### src/rtl/pckg_unpack_if.sv
`timescale 1ns/1ps
// Receive-side bus bundle for pckg_unpack: packet input from the LVDS receiver
// and the three downstream FIFO write ports with their full flags.
interface pckg_unpack_if;
    logic        rx_ena;
    logic [23:0] rx_data;
    logic        full_ch1;
    logic        full_ch2;
    logic        full_ch3;
    logic        wr_en_ch1;
    logic        wr_en_ch2;
    logic        wr_en_ch3;
    logic [7:0]  data_ch1;
    logic [7:0]  data_ch2;
    logic [7:0]  data_ch3;

    modport master (
        output rx_ena, rx_data, full_ch1, full_ch2, full_ch3,
        input  wr_en_ch1, wr_en_ch2, wr_en_ch3, data_ch1, data_ch2, data_ch3
    );

    modport slave (
        input  rx_ena, rx_data, full_ch1, full_ch2, full_ch3,
        output wr_en_ch1, wr_en_ch2, wr_en_ch3, data_ch1, data_ch2, data_ch3
    );
endinterface

### src/rtl/pckg_unpack.sv
`timescale 1ns/1ps
// Packet disassembler: validates 24-bit receiver words and routes the payload byte
// to one of three FIFO write ports, keeping saturating error/sequence/drop statistics.
module pckg_unpack (
    input  logic         clk,
    input  logic         rst,
    pckg_unpack_if.slave bus,
    output logic [7:0]   err_cnt,
    output logic [7:0]   seq_err_cnt,
    output logic [7:0]   drop_cnt,
    output logic         busy
);

    typedef enum logic [1:0] {
        IDLE  = 2'd0,
        CHECK = 2'd1,
        WRITE = 2'd2
    } state_t;

    state_t      state_r;
    state_t      state_s;
    logic [23:0] pkt_r;
    logic [2:0]  seq_vld_r;
    logic [5:0]  exp_seq_r [0:2];

    logic [2:0]  ch_oh_s;
    logic        tgt_full_s;
    logic        tgt_vld_s;
    logic [5:0]  tgt_exp_s;
    logic        err_inc_s;
    logic        seq_inc_s;
    logic        full_drop_s;
    logic        ovr_drop_s;
    logic        seq_upd_s;
    logic [2:0]  wr_sel_s;

    // Channel 00 is reserved; the check byte is the XOR of header and payload bytes.
    function automatic logic pkt_ok(input logic [23:0] pkt);
        return (pkt[23:22] != 2'b00) && (pkt[7:0] == (pkt[23:16] ^ pkt[15:8]));
    endfunction

    function automatic logic [7:0] sat_add(input logic [7:0] cnt, input logic [1:0] inc);
        logic [8:0] sum;
        sum = {1'b0, cnt} + {7'd0, inc};
        if (sum > 9'd255) begin
            return 8'hFF;
        end else begin
            return sum[7:0];
        end
    endfunction

    // Decode the in-flight packet's channel into a one-hot select and its per-channel state
    always_comb begin
        ch_oh_s    = 3'b000;
        tgt_full_s = 1'b0;
        tgt_vld_s  = 1'b0;
        tgt_exp_s  = 6'd0;
        case (pkt_r[23:22])
            2'b01: begin
                ch_oh_s    = 3'b001;
                tgt_full_s = bus.full_ch1;
                tgt_vld_s  = seq_vld_r[0];
                tgt_exp_s  = exp_seq_r[0];
            end
            2'b10: begin
                ch_oh_s    = 3'b010;
                tgt_full_s = bus.full_ch2;
                tgt_vld_s  = seq_vld_r[1];
                tgt_exp_s  = exp_seq_r[1];
            end
            2'b11: begin
                ch_oh_s    = 3'b100;
                tgt_full_s = bus.full_ch3;
                tgt_vld_s  = seq_vld_r[2];
                tgt_exp_s  = exp_seq_r[2];
            end
            default: begin
                ch_oh_s    = 3'b000;
                tgt_full_s = 1'b0;
                tgt_vld_s  = 1'b0;
                tgt_exp_s  = 6'd0;
            end
        endcase
    end

    // Next-state logic and per-cycle event flags
    always_comb begin
        state_s     = state_r;
        err_inc_s   = 1'b0;
        seq_inc_s   = 1'b0;
        full_drop_s = 1'b0;
        ovr_drop_s  = 1'b0;
        seq_upd_s   = 1'b0;
        wr_sel_s    = 3'b000;
        case (state_r)
            IDLE: begin
                if (bus.rx_ena) begin
                    state_s = CHECK;
                end else begin
                    state_s = IDLE;
                end
            end
            CHECK: begin
                ovr_drop_s = bus.rx_ena;
                if (!pkt_ok(pkt_r)) begin
                    err_inc_s = 1'b1;
                    state_s   = IDLE;
                end else begin
                    state_s   = WRITE;
                end
            end
            WRITE: begin
                ovr_drop_s = bus.rx_ena;
                seq_upd_s  = 1'b1;
                if (tgt_vld_s && (pkt_r[21:16] != tgt_exp_s)) begin
                    seq_inc_s = 1'b1;
                end else begin
                    seq_inc_s = 1'b0;
                end
                // A full FIFO costs the byte but the sequence tracker still advances.
                if (tgt_full_s) begin
                    full_drop_s = 1'b1;
                end else begin
                    wr_sel_s = ch_oh_s;
                end
                state_s = IDLE;
            end
            default: begin
                state_s = IDLE;
            end
        endcase
    end

    // State register and packet capture
    always_ff @(posedge clk) begin
        if (rst) begin
            state_r <= IDLE;
            pkt_r   <= 24'd0;
            busy    <= 1'b0;
        end else begin
            state_r <= state_s;
            busy    <= (state_s != IDLE);
            if ((state_r == IDLE) && bus.rx_ena) begin
                pkt_r <= bus.rx_data;
            end
        end
    end

    // Per-channel sequence tracking; any accepted packet resyncs its channel
    always_ff @(posedge clk) begin
        if (rst) begin
            seq_vld_r <= 3'b000;
            for (int i = 0; i < 3; i++) begin
                exp_seq_r[i] <= 6'd0;
            end
        end else begin
            for (int i = 0; i < 3; i++) begin
                if (seq_upd_s && ch_oh_s[i]) begin
                    seq_vld_r[i] <= 1'b1;
                    exp_seq_r[i] <= pkt_r[21:16] + 6'd1;
                end
            end
        end
    end

    // Saturating statistics; full drop and overrun can land together
    always_ff @(posedge clk) begin
        if (rst) begin
            err_cnt     <= 8'd0;
            seq_err_cnt <= 8'd0;
            drop_cnt    <= 8'd0;
        end else begin
            err_cnt     <= sat_add(err_cnt, {1'b0, err_inc_s});
            seq_err_cnt <= sat_add(seq_err_cnt, {1'b0, seq_inc_s});
            drop_cnt    <= sat_add(drop_cnt, {1'b0, full_drop_s} + {1'b0, ovr_drop_s});
        end
    end

    // Registered write strobes; data holds its last value between strobes
    always_ff @(posedge clk) begin
        if (rst) begin
            bus.wr_en_ch1 <= 1'b0;
            bus.wr_en_ch2 <= 1'b0;
            bus.wr_en_ch3 <= 1'b0;
            bus.data_ch1  <= 8'd0;
            bus.data_ch2  <= 8'd0;
            bus.data_ch3  <= 8'd0;
        end else begin
            bus.wr_en_ch1 <= wr_sel_s[0];
            bus.wr_en_ch2 <= wr_sel_s[1];
            bus.wr_en_ch3 <= wr_sel_s[2];
            if (wr_sel_s[0]) begin
                bus.data_ch1 <= pkt_r[15:8];
            end
            if (wr_sel_s[1]) begin
                bus.data_ch2 <= pkt_r[15:8];
            end
            if (wr_sel_s[2]) begin
                bus.data_ch3 <= pkt_r[15:8];
            end
        end
    end

endmodule

### src/flat_wrapper.sv
// flat-port wrapper written by rule: the top's interface ports become plain ports
module pckg_unpack_flat 
  (clk, rst, err_cnt, seq_err_cnt, drop_cnt, busy, bus_rx_ena, bus_rx_data, bus_full_ch1, bus_full_ch2, bus_full_ch3, bus_wr_en_ch1, bus_wr_en_ch2, bus_wr_en_ch3, bus_data_ch1, bus_data_ch2, bus_data_ch3);
  pckg_unpack_if bus_i ();
  input  logic clk;
  input  logic rst;
  output logic [7:0] err_cnt;
  output logic [7:0] seq_err_cnt;
  output logic [7:0] drop_cnt;
  output logic busy;
  input wire logic [$bits(bus_i.rx_ena)-1:0] bus_rx_ena;
  input wire logic [$bits(bus_i.rx_data)-1:0] bus_rx_data;
  input wire logic [$bits(bus_i.full_ch1)-1:0] bus_full_ch1;
  input wire logic [$bits(bus_i.full_ch2)-1:0] bus_full_ch2;
  input wire logic [$bits(bus_i.full_ch3)-1:0] bus_full_ch3;
  output wire logic [$bits(bus_i.wr_en_ch1)-1:0] bus_wr_en_ch1;
  output wire logic [$bits(bus_i.wr_en_ch2)-1:0] bus_wr_en_ch2;
  output wire logic [$bits(bus_i.wr_en_ch3)-1:0] bus_wr_en_ch3;
  output wire logic [$bits(bus_i.data_ch1)-1:0] bus_data_ch1;
  output wire logic [$bits(bus_i.data_ch2)-1:0] bus_data_ch2;
  output wire logic [$bits(bus_i.data_ch3)-1:0] bus_data_ch3;
  assign bus_i.rx_ena = bus_rx_ena;
  assign bus_i.rx_data = bus_rx_data;
  assign bus_i.full_ch1 = bus_full_ch1;
  assign bus_i.full_ch2 = bus_full_ch2;
  assign bus_i.full_ch3 = bus_full_ch3;
  assign bus_wr_en_ch1 = bus_i.wr_en_ch1;
  assign bus_wr_en_ch2 = bus_i.wr_en_ch2;
  assign bus_wr_en_ch3 = bus_i.wr_en_ch3;
  assign bus_data_ch1 = bus_i.data_ch1;
  assign bus_data_ch2 = bus_i.data_ch2;
  assign bus_data_ch3 = bus_i.data_ch3;
  pckg_unpack u_core (.clk(clk), .rst(rst), .bus(bus_i), .err_cnt(err_cnt), .seq_err_cnt(seq_err_cnt), .drop_cnt(drop_cnt), .busy(busy));
endmodule
### config.mk
export PLATFORM = sky130hd
export DESIGN_NAME = pckg_unpack_flat
export DESIGN_NICKNAME = d
export VERILOG_FILES = /design/src/rtl/pckg_unpack_if.sv /design/src/rtl/pckg_unpack.sv /design/src/flat_wrapper.sv
export SDC_FILE = /design/constraint.sdc
export NUM_CORES = 1
export LEC_CHECK = 0
export BUFFER_PORTS_ARGS = -buffer_cell sky130_fd_sc_hd__buf_2
export CAP_MARGIN = 15
export CORE_ASPECT_RATIO = 1.75
export CORE_MARGIN = 8
export CORE_UTILIZATION = 44
export DETAILED_ROUTE_END_ITERATION = 12
export GPL_ROUTABILITY_DRIVEN = 0
export PLACE_DENSITY = 0.66
export SLEW_MARGIN = 20
export SYNTH_ARGS = -nofsm -noshare
export SYNTH_HDL_FRONTEND = slang
export SYNTH_SLANG_ARGS = --single-unit
### constraint.sdc
create_clock -name clk -period 7.65 [get_ports clk]
set_input_delay 1.53 -clock clk [delete_from_list [all_inputs] [get_ports clk]]
set_output_delay 1.53 -clock clk [all_outputs]
set_load 0.02 [all_outputs]
---- Word level (Yosys, flattened, before mapping) ----
Memories as Yosys holds them, arrays and structs flattened.
Cells that the tools add are included.
word-level totals
  input bits .............................. 30
  memory bits (writable) .................. 18
  output and inout bits ................... 52
  memories ................................ 1
  bits in registers ....................... 81
  word-level logic and storage cells ...... 79
cells by class
  reductions and logical operators ........ 10
  add/sub/neg operators ................... 5
  muxes and demuxes ....................... 34
  bitwise operators ....................... 4
  magnitude comparators ................... 3
  equality and inequality tests ........... 7
memory list
  memory            depth  width  read ports  clocked after Yosys merged registers in  wr ports  line               source
  u_core.exp_seq_r  3      6      3           0                                        3         pckg_unpack.sv:24  logic [5:0] exp_seq_r [0:2];
operators by type and width
  cell                                                                  number
  9-bit by 8-bit > comparator with 1-bit output, second input constant  3
  8-bit two-way mux                                                     3
  1-bit two-way mux                                                     20
  8-bit by 1-bit adder with 9-bit output                                2
  6-bit two-way mux                                                     3
  6-bit one-hot mux with 3 select lines                                 1
  8-bit by 2-bit adder with 9-bit output                                1
  3-bit one-hot mux with 3 select lines                                 1
  8-bit == test                                                         1
  8-bit bitwise XOR                                                     1
  6-bit by 1-bit adder with 6-bit output, second input constant         1
  2-bit == test, second input constant                                  3
  1-bit logical AND                                                     6
  3-bit two-way mux                                                     2
  6-bit != test                                                         1
  1-bit one-hot mux with 3 select lines                                 2
  2-bit by 1-bit == test with 1-bit output, second input constant       2
  2-bit one-hot mux with 2 select lines                                 1
  2-bit nonzero test                                                    2
  1-bit bitwise OR                                                      3
  1-bit by 1-bit adder with 2-bit output                                1
  2-bit zero test                                                       1
  2-bit two-way mux                                                     1
  2-bit OR reduction                                                    1

---- Longest topological paths before layout ----
Gate-level depths: netlist of run 1.
  word-level depth ........................ 9
  depth in mapped cells ................... 12
  gate-level depth less buffers ........... 10

---- Worst setup path before layout of run 1 ----
OpenSTA, ideal clock, no wires.
  path kind ............................... in2reg
  start ................................... input port bus_full_ch3
  end ..................................... register u_core.drop_cnt[6]
  stages on the path ...................... 9
  setup time .............................. 128 ps
  slack ................................... 4,365 ps
  data required time ...................... 7,522 ps
  arrival time ............................ 3,158 ps
  buffers on the path ..................... 0
  path through ............................ mux2_2 -> a22oi_1 -> nor2b_1 -> fa_1 -> ha_1 -> and3_1 -> nand3_1 -> mux2i_1 -> nor2_1
on the way
  longest elaborated chain between the ends .. 7
ends and longest elaborated chain
  what                                           line                source
  from (decl)                                    flat_wrapper.sv:15  input wire logic [$bits(bus_i.full_ch3)-1:0] bus_full_ch3;
  1-bit one-hot mux with 3 select lines (*)      pckg_unpack.sv:58   case (pkt_r[23:22])
  1-bit two-way mux (*)                          pckg_unpack.sv:121  if (tgt_full_s) begin
  1-bit two-way mux (*)                          pckg_unpack.sv:95   case (state_r)
  1-bit by 1-bit adder with 2-bit output (*)     pckg_unpack.sv:175  drop_cnt <= sat_add(drop_cnt, {1'b0, full_drop_s} + {1'b0, ovr_drop_s});
  8-bit by 2-bit adder with 9-bit output (*)     pckg_unpack.sv:44   sum = {1'b0, cnt} + {7'd0, inc};
  9-bit by 8-bit > comparator with 1-bit output  pckg_unpack.sv:45   if (sum > 9'd255) begin
  8-bit two-way mux (*)                          pckg_unpack.sv:45
  to (signal assigned)                           pckg_unpack.sv:175
  to (decl)                                      pckg_unpack.sv:10   output logic [7:0] drop_cnt,
Mark *: on every way between the ends. The rest lies on a longest branch, timed or not.
A chain may end at the register's enable or synchronous reset.

---- Final worst setup path of run 1 ----
Same ends and word-level chain as after synthesis.

==> results of run 1 <==
-- flip-flops by register name, indices dropped and copies added, names as in the netlist, 2 cells and up --
register / count
u_core.bus.data_ch1: 8
u_core.seq_err_cnt: 8
u_core.seq_vld_r: 3
u_core.state_r: 2
u_core.pkt_r: 24
u_core.bus.data_ch2: 8
u_core.exp_seq_r: 18
u_core.err_cnt: 8
u_core.bus.data_ch3: 8
u_core.drop_cnt: 8
-- kinds of logic after synthesis --
family,share of synthesized area
xor+xnor,0.0856
simple gates,0.176
buf+inv,0.0381
fa+ha+maj,0.0321
flops,0.523
compound gates,0.116
mux,0.0293
-- final cells by class --
class                           count  share of cell area
Inverter                           12             0.00921
Clock buffer                       11              0.0519
Clock inverter                      4             0.00998
Tap cell                          122              0.0312
Timing Repair Buffer               82              0.0844
Sequential cell                    99               0.442
Multi-Input combinational cell    306               0.371
-- worst max-delay path by stage --
stage                startpoint                  to  slack (ns)
3_5_place_dp       bus_full_ch3  u_core.drop_cnt[6]        4.08
3_3_place_gp       bus_full_ch3  u_core.drop_cnt[6]        4.09
6_report           bus_full_ch3  u_core.drop_cnt[6]        4.44
4_1_cts            bus_full_ch3  u_core.drop_cnt[6]        4.44
5_1_grt        u_core.pkt_r[23]   u_core.err_cnt[0]        4.21
2_1_floorplan      bus_full_ch3  u_core.drop_cnt[6]        4.36
-- power groups by stage --
stage | logic [mW] | registers (mW) | clock network (mW)
6_report | 0.0656 | 0.558 | 0.453
5_1_grt | 0.0730 | 0.560 | 0.489
4_1_cts | 0.0668 | 0.558 | 0.463
3_5_place_dp | 0.0664 | 0.570 | 0
3_3_place_gp | 0.0652 | 0.570 | 0
2_1_floorplan | 0.0518 | 0.563 | 0
-- layout by cell type, fill, tap and decap left out, types with 9 or more instances in the layout --
master	n
and3_1	11
inv_1	12
nand2_1	107
a21oi_1	71
buf_2	81
ha_1	9
dfxtp_1	81
edfxtp_1	18
nor2_1	20
xnor2_1	17
nand3_1	12
clkbuf_16	10
-- per-stage QoR --
stage / setup WS [ns] / util / power, mW / hold WS (ns)
final: 4.44 / 0.526 / 1.08 / 0.452
after global routing: 4.21 / 0.526 / 1.12 / 0.469
after CTS: 4.44 / 0.526 / 1.09 / 0.453
after detailed placement: 4.08 / 0.494 / 0.636 / 0.444
after global placement: 4.09 / 0.494 / 0.635 / 0.434
after floorplan: 4.36 / - / 0.615 / 0.422
-- metal layers --
layer / wire length, um / share of wire / vias up / global-route usage
li1: - / - / 1612 / -
met3: 505 / 0.054 / 21 / 0.0387
met2: 4910 / 0.52 / 75 / 0.266
met1: 3640 / 0.39 / 1490 / 0.163
met5: 13 / 0.0014 / - / 0
met4: 308 / 0.033 / 2 / 0.0829
-- critical path, cell delays in order --
cell and delay (ns):
buf_2 0.11, mux2_2 0.27, a22oi_1 0.18, nor2b_1 0.09, fa_1 0.41, ha_1 0.22
and3_1 0.24, nand3_1 0.11, mux2i_1 0.18, nor2_1 0.05
==> flow_metrics.tcl, run 1 <==
set metrics [dict create \
    r2r_end "u_core.seq_err_cnt[0]" \
    fin_area_mm2 0.00489 \
    cp-end-kind "flop" \
    hold_depth 2 \
    ys_top_cells_by_count "107 x nand2_1, 81 x dfxtp_1, 71 x a21oi_1" \
    viasPerCell 5.03 \
    layout-drive-gt1-share 0.214 \
    setup-violations-final 0 \
    share_seq_of_total_power 0.519 \
    synth.largest_area_cell "dfxtp_1" \
    route.vias.total 3200 \
    r2r_slack_ns 4.51 \
    swShare 0.215 \
    ant_nets 0 \
    timing.fmax_ghz 0.312 \
    netlist.area_leader.share 0.392 \
    power_per_cell_area_mw_per_mm2 220 \
    r2r-start "u_core.pkt_r[22]" \
    layout_worst_path_cycle_share 0.419 \
    cts_sinks 99 \
    pwr-share-comb 0.061 \
    post_cts_buffers 0 \
    placementRows 47 \
    rsz0062_at_grt "no" \
    cts_buffer_depth 2 \
    yosys_warnings 0 \
    synthArstFlopShare 0 \
    period_needed_ns 3.21 \
    num-fill-cells 937 \
    drv_slew 0 \
    worst_slew_pin_slew_ns 0.952 \
    slew_headroom 0.359 \
    place_inst 621 \
    numPortBuffers 81 \
    pin_count 82 \
    leakage_nw 2.05 \
    crit_type "input port to flop" \
    grt_pass1_vias 3153 \
    dpl.hpwl_mm 6.93 \
    final_cell_count_no_fill 636 \
    antenna_cells 0 \
    synth-seq-area-share 0.523 \
    coreArea_mm2 0.00929 \
    regArea_mm2 0.00216 \
    peakVddDrop_v 0.000126 \
    grt_max_degree 82 \
    ys.flop_type "dfxtp_1" \
    grt_pass1_wl_mm 15.1 \
    internal-power_mw 0.845 \
    maxCapViolations 0 \
    wl_per_cell_um 14.7 \
    finalSetupTns_ns 0 \
    cts_tree "yes" \
    htreeDepth 3 \
    dieArea_mm2 0.0129 \
    finish.net_count 550 \
    cp.required_ns 7.85 \
    synth.distinct_cells 38 \
    netSwitchingPower_mw 0.232 \
    numCtsBuffers 9 \
    wl_mm 9.38 \
    multi_input_area_mm2 0.00182 \
    p_clk_frac 0.420 \
    die_y_um 144 \
    antenna_found_initial 1 \
    fin_skew_ns 0.00863 \
    grt.total_usage 0.153 \
    path_clk_slew_ns 0.06 \
    min_to "u_core.bus.data_ch2[1]" \
    hp-start "u_core.bus.data_ch2[1]" \
    synth_seq_cells 99 \
    die_x_um 89.3 \
    ctsResizeCount 0 \
    syn_to_final_growth_pct 18.3 \
    cts_hold_buf 0 \
    worstSkewPairLatency_ns 0.34 \
    syn_inst 441 \
    synth.most_common_cell "nand2_1" \
    synth_nets 481 \
    r2r_cells 10 \
    drcViolationCount 0 \
    overflow 0 \
    path_max_fanout 4 \
    crit_path_start_kind "input port" \
    hold_violations 0 \
    cts_root_buf "clkbuf_16" \
    synthTopCellsByArea "dfxtp_1 39%, edfxtp_1 13%, nand2_1 9.7%" \
    start_util 0.445 \
    synth_area_mm2 0.00414 \
    status "complete, no violations" \
    first_iter_violations 141 \
    placed_area_mm2 0.00459 \
    syn_area_per_cell_um2 9.38 \
    dr.pass1.iters 4 \
    hp-class "flop to flop" \
    cp_data_arrival_time_ns 3.40 \
    synth-edff-count 18 \
]
Note: power is estimated with default switching activity, not from simulation.
==> run 2: changes to the inputs <==
Settings changed: ABC_AREA set to 1.
Clock period 7.65 ns to 3.3 ns, I/O delays scaled along.
==> run 2 against run 1 <==
Die area is 2.4% higher. Global-route usage is 1.4 points higher. Via count is 13% higher. Power is 140% higher. Final cell count is 12% higher. Utilization is 1.1 points higher. Setup slack worse by 4.0 ns. Synthesized cell count is 15% higher. Clock skew is 0.0016 ns higher. Critical path depth is 8 higher. Clock power is 150% higher.
==> flow_metrics.tcl, run 2 <==
set metrics [dict create \
    route.vias.total 3611 \
    synth_top_family_by_area "simple AND/OR/NAND/NOR gates" \
    dr.pass1.iters 5 \
    cts_hold_buf 0 \
    grt_max_degree 45 \
    die_y_um 146 \
    start_util 0.452 \
    synth_adder_area_share 0.0312 \
    synth_seq_cells 99 \
    ctsResizeCount 0 \
    synth_nets 549 \
    synth-edff-count 18 \
    cts_sinks 99 \
    dieArea_mm2 0.0132 \
    synth.most_common_cell "dfxtp_1" \
    numCtsBuffers 9 \
    first_iter_violations 199 \
    syn_area_per_cell_um2 8.36 \
    period_needed_ns 2.90 \
    worst_slew_pin_slew_ns 0.504 \
    timing.fmax_ghz 0.345 \
    crit_slowest_cell "dfxtp_1" \
    internal-power_mw 2.00 \
    pwr-share-comb 0.080 \
    largestRegisters "u_core.pkt_r: 24 flops, u_core.exp_seq_r: 18 flops" \
    synth_area_mm2 0.00425 \
    cts_root_buf "clkbuf_16" \
    largest_reg_flops 24 \
    synthArstFlopShare 0 \
    ys_top_cells_by_count "81 x dfxtp_1, 70 x nand2_1, 61 x a21oi_1" \
    final_cell_mix "81 x buf_2, 81 x dfxtp_1, 70 x nand2_1, 61 x a21oi_1, 58 x nor2_1" \
    finalSetupTns_ns 0 \
    htreeDepth 3 \
    leakage_nw 2.27 \
    r2r_end "u_core.err_cnt[5]" \
    grt_pass1_wl_mm 17.9 \
    status "complete, no violations" \
    cp.required_ns 3.54 \
    ant_nets 0 \
    wl_mm 11.0 \
    r2r_cells 18 \
    drv_slew 0 \
    layout-drive-gt1-share 0.204 \
    dpl.hpwl_mm 8.13 \
    hp-start "u_core.bus.data_ch3[5]" \
    r2r-start "u_core.pkt_r[23]" \
    netSwitchingPower_mw 0.616 \
    share_seq_of_total_power 0.495 \
    peakVddDrop_v 0.000354 \
    setup-violations-final 0 \
    crit_chain "inv_2 > nand2_1 > nand2_1 > nand2_1 > nand2_1 > nor2_1 > nand2_1 > nor2_1 > a21oi_1 > ha_1 > ha_1 > nand3_1 > nand3b_1 > nor2_1 > nand2_1 > o21ai_0 > nand2_1 > inv_1" \
    syn_inst 509 \
    cp_data_arrival_time_ns 3.14 \
    grt.total_usage 0.167 \
    slowest_delay_ns 0.64 \
    swShare 0.235 \
    viasPerCell 5.06 \
    pin_count 82 \
    worstSkewPairLatency_ns 0.34 \
    hold_violations 0 \
    die_x_um 90.3 \
    drcViolationCount 0 \
    path_max_fanout 13 \
    yosys_warnings 0 \
    dpl_worst_slack_ns 0.441 \
    synth-seq-area-share 0.508 \
    cts_tree "yes" \
    ys.flop_type "dfxtp_1" \
    path_buf_inv 2 \
    synth_mux_area_frac 0 \
    coreArea_mm2 0.00941 \
    power_per_cell_area_mw_per_mm2 518 \
    antenna_cells 0 \
    synth.distinct_cells 35 \
    crit_top_cell "nand2_1" \
    crit_path_start_kind "flop" \
    antenna_found_initial 0 \
    rsz0062_at_grt "no" \
    cp-end-kind "flop" \
    syn_to_final_growth_pct 18.9 \
    grt_pass1_vias 3687 \
    layout_worst_path_cycle_share 0.878 \
    synth.largest_area_cell "dfxtp_1" \
    netlist.area_leader.share 0.381 \
    finish.net_count 627 \
    post_cts_buffers 0 \
    crit_type "flop to flop" \
    hp-class "flop to flop" \
    slew_headroom 0.664 \
    path_clk_slew_ns 0.06 \
    regMostFlops "u_core.pkt_r" \
    synth_compound_area_frac 0.141 \
    maxCapViolations 0 \
    fin_skew_ns 0.0102 \
    cts_buffer_depth 2 \
    synth-xor-area-share 0.0391 \
    worst_slack_ns 0.404 \
    overflow 0 \
    hold_depth 2 \
    synth-simple-area-share 0.204 \
    wl_per_cell_um 15.3 \
    placementRows 47 \
    numPortBuffers 81 \
    cp_top_family "simple AND/OR/NAND/NOR gates" \
    min_to "u_core.bus.data_ch3[5]" \
    r2r_slack_ns 0.40 \
    synthTopCellsByArea "dfxtp_1 38%, edfxtp_1 13%, a21oi_1 7.2%" \
    p_clk_frac 0.425 \
]
==> run 2: power by group through the flow <==
| stage | logic (mW) | registers [mW] | clock network [mW] |
|---|---|---|---|
| global placement | 0.206 | 1.32 | 0 |
| global route | 0.240 | 1.30 | 1.18 |
| detailed placement | 0.209 | 1.32 | 0 |
| CTS | 0.211 | 1.29 | 1.14 |
| floorplan | 0.146 | 1.31 | 0 |
| finish | 0.209 | 1.30 | 1.11 |
==> run 2: per-stage QoR <==
step	hold WS (ns)	cells	instance area [um^2]	total power, mW	util
after floorplan	0.436	509	4250	1.46	-
after global placement	0.434	698	4740	1.53	0.504
after detailed placement	0.443	698	4740	1.53	0.504
after CTS	0.453	714	5060	2.64	0.538
after global routing	0.477	714	5060	2.72	0.538
final	0.449	714	5060	2.62	0.538
==> run 2: worst max path at each step <==
stage / start / end / slack, ns / cells after the start
2_1_floorplan: bus_full_ch2 / u_core.drop_cnt[5] / 1.09 / 12
3_3_place_gp: u_core.pkt_r[23] / u_core.seq_err_cnt[5] / 0.58 / 16
3_5_place_dp: u_core.pkt_r[23] / u_core.seq_err_cnt[5] / 0.44 / 17
4_1_cts: u_core.pkt_r[23] / u_core.seq_err_cnt[5] / 0.42 / 17
5_1_grt: u_core.pkt_r[23] / u_core.seq_err_cnt[5] / 0.12 / 17
6_report: u_core.pkt_r[23] / u_core.err_cnt[5] / 0.40 / 18
==> run 2: cell families (layout without fill, tap and decap cells) <==
logic type	Yosys count	count (layout)
flip-flops	99	99
AO/OA/AOI/OAI	115	115
adder cells (fa/ha/maj)	10	10
XOR/XNOR	19	19
buffers and inverters	75	158
AND/OR/NAND/NOR	191	191
==> run 2: area by class of cell <==
cell class | instances | area, um^2
multi-input combinational | 335 | 1770
tap | 122 | 153
timing repair buffer | 85 | 435
clock buffer | 10 | 229
clock inverter | 6 | 90.1
sequential | 99 | 2160
inverter | 57 | 219
fill | 921 | 4350
==> run 2: metal layers <==
layer  track usage  vias to the layer above  share of wire
met5             0                        -              0
met4        0.0654                        0          0.013
met3        0.0370                       11          0.036
met2         0.320                       70           0.57
met1         0.169                     1695           0.39
li1              -                     1835              -
==> run 2: tightest hold or removal path: cells and delay by family, from the launching register on <==
kind	cells	cell delay, ns
AOI/OAI and AO/OA	1	0.05
DFF	1	0.31
buffers and inverters	1	0.05
